`config.mk`:
```
export PLATFORM = sky130hd
export DESIGN_NAME = skid_buffer_async_rst_n_flat
export DESIGN_NICKNAME = d
export VERILOG_FILES = /design/src/rtl/skid_buffer_async_rst_n_if.sv /design/src/rtl/skid_buffer_async_rst_n.sv /design/src/flat_wrapper.sv
export SDC_FILE = /design/constraint.sdc
export NUM_CORES = 1
export LEC_CHECK = 0
export CAP_MARGIN = 20
export CORE_MARGIN = 2
export CORE_UTILIZATION = 43
export CTS_CLUSTER_DIAMETER = 50
export DETAILED_ROUTE_END_ITERATION = 6
export PLACE_DENSITY = 0.83
export SETUP_SLACK_MARGIN = 0.4
export SYNTH_ARGS = -nofsm -noshare
export SYNTH_HDL_FRONTEND = slang
export SYNTH_SLANG_ARGS = --single-unit
export TNS_END_PERCENT = 30
```
`constraint.sdc`:
```
create_clock -name clk -period 2 [get_ports clk]
set_input_delay 0.3 -clock clk [delete_from_list [all_inputs] [get_ports clk]]
set_output_delay 0.3 -clock clk [all_outputs]
set_load 0.005 [all_outputs]
```
`src/rtl/skid_buffer_async_rst_n_if.sv`:
```
// Valid/ready word channel used on both sides of the skid buffer.
// The master drives valid/data and the slave drives ready.
interface skid_buffer_async_rst_n_if #(
  parameter int WIDTH = 4
);
  logic             valid;
  logic             ready;
  logic [WIDTH-1:0] data;

  modport master (output valid, output data, input  ready);
  modport slave  (input  valid, input  data, output ready);
endinterface

```
`src/rtl/skid_buffer_async_rst_n.sv`:
```
// Two-entry valid/ready register slice.
//
// Both data/valid and ready are registered, so the block still sustains one
// word per clock. The main register feeds the downstream port. The skid
// register catches the one word that arrives while downstream stalls.
//
// state | meaning
// ------+-------------------------------------------
// EMPTY | nothing stored; s_ready=1, m_valid=0
// BUSY  | one word in main; s_ready=1, m_valid=1
// FULL  | main and skid occupied; s_ready=0, m_valid=1
//
// The state is encoded as {s_ready, m_valid}. Both handshake outputs are
// therefore plain flop bits with no decode logic behind them. The unused
// code 2'b00 recovers to EMPTY.
module skid_buffer_async_rst_n #(
  parameter int WIDTH = 4
) (
  input  logic                      clk,
  input  logic                      async_rst_n,
  skid_buffer_async_rst_n_if.slave  s,
  skid_buffer_async_rst_n_if.master m
);

  typedef enum logic [1:0] {
    ST_EMPTY = 2'b10,
    ST_BUSY  = 2'b11,
    ST_FULL  = 2'b01
  } state_t;

  state_t           state;
  state_t           state_nxt;
  logic [WIDTH-1:0] main_q;
  logic [WIDTH-1:0] skid_q;
  logic             load_main;
  logic             main_from_skid;
  logic             load_skid;
  logic             in_xfer;
  logic             out_xfer;

  assign s.ready  = state[1];
  assign m.valid  = state[0];
  assign m.data   = main_q;

  assign in_xfer  = s.valid & s.ready;
  assign out_xfer = m.valid & m.ready;

  // State register; reset discards any stored words immediately.
  always_ff @(posedge clk or negedge async_rst_n) begin
    if (!async_rst_n) begin
      state <= ST_EMPTY;
    end else begin
      state <= state_nxt;
    end
  end

  // Next state and register load enables.
  always_comb begin
    state_nxt      = state;
    load_main      = 1'b0;
    main_from_skid = 1'b0;
    load_skid      = 1'b0;
    case (state)
      ST_EMPTY: begin
        if (in_xfer) begin
          state_nxt = ST_BUSY;
          load_main = 1'b1;
        end
      end
      ST_BUSY: begin
        if (in_xfer && out_xfer) begin
          load_main = 1'b1;
        end else if (in_xfer) begin
          state_nxt = ST_FULL;
          load_skid = 1'b1;
        end else if (out_xfer) begin
          state_nxt = ST_EMPTY;
        end
      end
      ST_FULL: begin
        // No word can be accepted here because s_ready is low.
        if (out_xfer) begin
          state_nxt      = ST_BUSY;
          load_main      = 1'b1;
          main_from_skid = 1'b1;
        end
      end
      default: begin
        state_nxt = ST_EMPTY;
      end
    endcase
  end

  // Main and skid data registers. Main holds its value whenever it is not
  // loaded, which keeps m_data stable under a stall.
  always_ff @(posedge clk or negedge async_rst_n) begin
    if (!async_rst_n) begin
      main_q <= '0;
      skid_q <= '0;
    end else begin
      if (load_main) begin
        main_q <= main_from_skid ? skid_q : s.data;
      end
      if (load_skid) begin
        skid_q <= s.data;
      end
    end
  end

endmodule
```
`src/flat_wrapper.sv`:
```
// flat-port wrapper written by rule: the top's interface ports become plain ports
module skid_buffer_async_rst_n_flat 
#(
  parameter int WIDTH = 4
)
  (clk, async_rst_n, s_valid, s_data, s_ready, m_valid, m_data, m_ready);
  skid_buffer_async_rst_n_if #(.WIDTH(WIDTH)) s_i ();
  skid_buffer_async_rst_n_if #(.WIDTH(WIDTH)) m_i ();
  input  logic clk;
  input  logic async_rst_n;
  input wire logic [$bits(s_i.valid)-1:0] s_valid;
  input wire logic [$bits(s_i.data)-1:0] s_data;
  output wire logic [$bits(s_i.ready)-1:0] s_ready;
  output wire logic [$bits(m_i.valid)-1:0] m_valid;
  output wire logic [$bits(m_i.data)-1:0] m_data;
  input wire logic [$bits(m_i.ready)-1:0] m_ready;
  assign s_i.valid = s_valid;
  assign s_i.data = s_data;
  assign s_ready = s_i.ready;
  assign m_valid = m_i.valid;
  assign m_data = m_i.data;
  assign m_i.ready = m_ready;
  skid_buffer_async_rst_n #(.WIDTH(WIDTH)) u_core (.clk(clk), .async_rst_n(async_rst_n), .s(s_i), .m(m_i));
endmodule
```
==> results_dict.tcl <==
set metrics [dict create \
    outcome "complete, no violations" \
    ir_worst_vdd_mv 0.909 \
    first_iter_violations 7 \
    clock_path_buffers 2 \
    io_pins 14 \
    worst-endpoint-required_ns 2.15 \
    cap_violations 0 \
    die_area_sq_um 1790 \
    synth_top_area_cell "dfrtp_1" \
    total_leakage_power_uw 0.000401 \
    synthDistinctLibCells 21 \
    io_buffers 13 \
    internal_power_uw 954 \
    crit_type "register to register" \
    drive_gt1_share_pct 48.8 \
    cp_slowest_cell "dfstp_2" \
    start_kind "register" \
    area_delta_synth_final_pct 47.9 \
    period_minus_slack_ns 1.75 \
    avgSynthCellArea_sq_um 11.7 \
    row_count 13 \
    grt_pass1_wl_microns 2530 \
    cts_made_buffers 3 \
    ys_ff_latch 10 \
    cpPeakStageDelay_ns 0.58 \
    clkLatencyLatePin_ns 0.27 \
    grt_max_degree 11 \
    power.switching_uw 524 \
    postRouteAntennaNets 0 \
    pwr-share-comb_pct 60.1 \
    grt_pass1_vias 525 \
    hold_slack_ns 0.339 \
    gp_congestion 0.873 \
    first_pass_iters 4 \
    synthTopCellsByArea "dfrtp_1, mux2_2, ha_1" \
    path_buf_inv 0 \
    yosysWarnings 0 \
    drc_errors 0 \
    grt.total_usage_pct 19.3 \
    clk_pin_slew_ns 0.07 \
    seq_area_frac_synth_pct 39.8 \
    crit_fanout 4 \
    via_count 518 \
    nNetsFinal 94 \
    clockPowerShare_pct 12.3 \
    worstPathCellList "ha_4 -> nand3_4 -> or2_4 -> a31oi_4 -> mux2_4" \
    slew_violations 0 \
    holdBufCountCts 0 \
    fin_crit_sh_pct 87.6 \
    swShare_pct 35.5 \
    syn_area_sq_um 632 \
    cts_root_buffer "clkbuf_4" \
    pre_cts_ws_ns 0.101 \
    relSlewSlack_pct 70.7 \
    fin_ws_ns 0.248 \
    finalSetupViolCount 0 \
    crit_arrival_ns 1.90 \
    die_w_microns 42.3 \
    routed_via_density 5.45 \
    rsz0062_at_grt "true" \
    max_freq_mhz 571 \
    hp-class "primary input to asynchronous set/reset pin" \
    hold_viol 0 \
    clock_skew_ns 0.00384 \
    htreeDepth 1 \
    p_seq_share_pct 27.6 \
    cts_tree "built" \
    finalSetupTns_ns 0 \
    powerDensity_nw_per_um2 1580 \
    wire_per_inst_microns 14.9 \
    fp.coreArea_sq_um 1330 \
    grt_overflow 0 \
    drt_wl_total_microns 1410 \
    antenna_found_initial 0 \
    worst_slew_pin_slew_ns 0.438 \
    netlist.area_leader.share_pct 35.6 \
    critPathTopFamily "flip-flops" \
    initial_utilization_pct 47.4 \
    die_h_microns 42.3 \
    synthCells 54 \
    end_kind "register" \
    cts_sinks 10 \
    n_antenna_cell 0 \
    utilization_pct 70.1 \
    synth_nets 67 \
]
stage by stage:
step           std cells  cell area, sq um  total power [uW]
2_1_floorplan         54               674               937
3_3_place_gp          84               835              1140
3_5_place_dp          84               835              1170
4_1_cts               94               920              1450
5_1_grt               95               935              1590
6_report              95               935              1480
worst paths after layout:
path	depth (start not counted)	from	slack, ns	to
worst max-delay path	5	u_core.state[1]	0.25	u_core.m.data[2]
worst min-delay path	1	async_rst_n	0.34	u_core.m.data[0]
worst max register to register	5	u_core.state[1]	0.25	u_core.m.data[2]
worst min register to register	1	u_core.skid_q[0]	0.51	u_core.skid_q[0]
max in group asynchronous	1	async_rst_n	1.33	u_core.state[1]
min in group clk	1	u_core.skid_q[0]	0.51	u_core.skid_q[0]
cells by family after synthesis:
group | after synthesis | share of synthesized area, %
AOI/OAI and AO/OA | 12 | 14.7
DFF | 10 | 39.8
muxes | 12 | 23.8
buffers and inverters | 4 | 2.97
adders and majority gates | 5 | 9.90
and+or+nand+nor | 11 | 8.91
state kept, by name, indices dropped and copies added, names as in the netlist:
name,flops
u_core.m.data,4
u_core.skid_q,4
u_core.state,2
cells in the mapped netlist:
| master | number |
|---|---|
| a211oi_1 | 1 |
| a21oi_1 | 4 |
| a22o_2 | 1 |
| a22oi_1 | 1 |
| a31oi_1 | 1 |
| a31oi_4 | 1 |
| buf_4 | 1 |
| dfrtp_1 | 9 |
| dfstp_2 | 1 |
| ha_1 | 5 |
| inv_1 | 3 |
| mux2_2 | 8 |
| mux2_4 | 4 |
| nand2_1 | 3 |
| nand2_2 | 1 |
| nand3_1 | 4 |
| nor2_1 | 1 |
| o21ai_0 | 2 |
| o21ba_2 | 1 |
| or2_2 | 1 |
| or2_4 | 1 |
what timing repair did:
item,4_1_cts,5_1_grt
gates resized for setup,2,1
buffers inserted,6,1
pin swaps,3,3
setup endpoints to repair,12,6
per-layer routing:
metal  up-vias  share of wire, %  routed length (microns)  global-route usage [%]
li1        245                 -                        -                       -
met1       254                45                      632                    26.6
met2        17                48                      683                    29.2
met3         2               6.3                       89                    6.90
met4         0              0.42                        6                    3.75
met5         -                 0                        0                       0
layout make-up:
class	instances	area (sq um)
inverters	3	11.3
repair buffers	23	204
fillers	88	399
multi-input cells	40	412
flip-flops and latches	10	253
clock buffers	4	36.3
well taps	15	18.8
power by group through the flow:
stage / logic [uW] / registers, uW / clock network (uW)
final: 888 / 408 / 182
after global routing: 966 / 426 / 202
after CTS: 856 / 409 / 187
after detailed placement: 728 / 445 / 0
after global placement: 702 / 439 / 0
after floorplan: 522 / 415 / 0
placed cells by master (no fill, tap or decap), drive strengths merged, types with 2 or more instances in the layout:
cell and instances:
a21oi 4, a31oi 2, buf 10, clkbuf 4, clkdlybuf4s50 12, dfrtp 9
ha 5, inv 3, mux2 12, nand2 4, nand3 4, o21ai 2
or2 2
(Power assumes the default switching activity.)
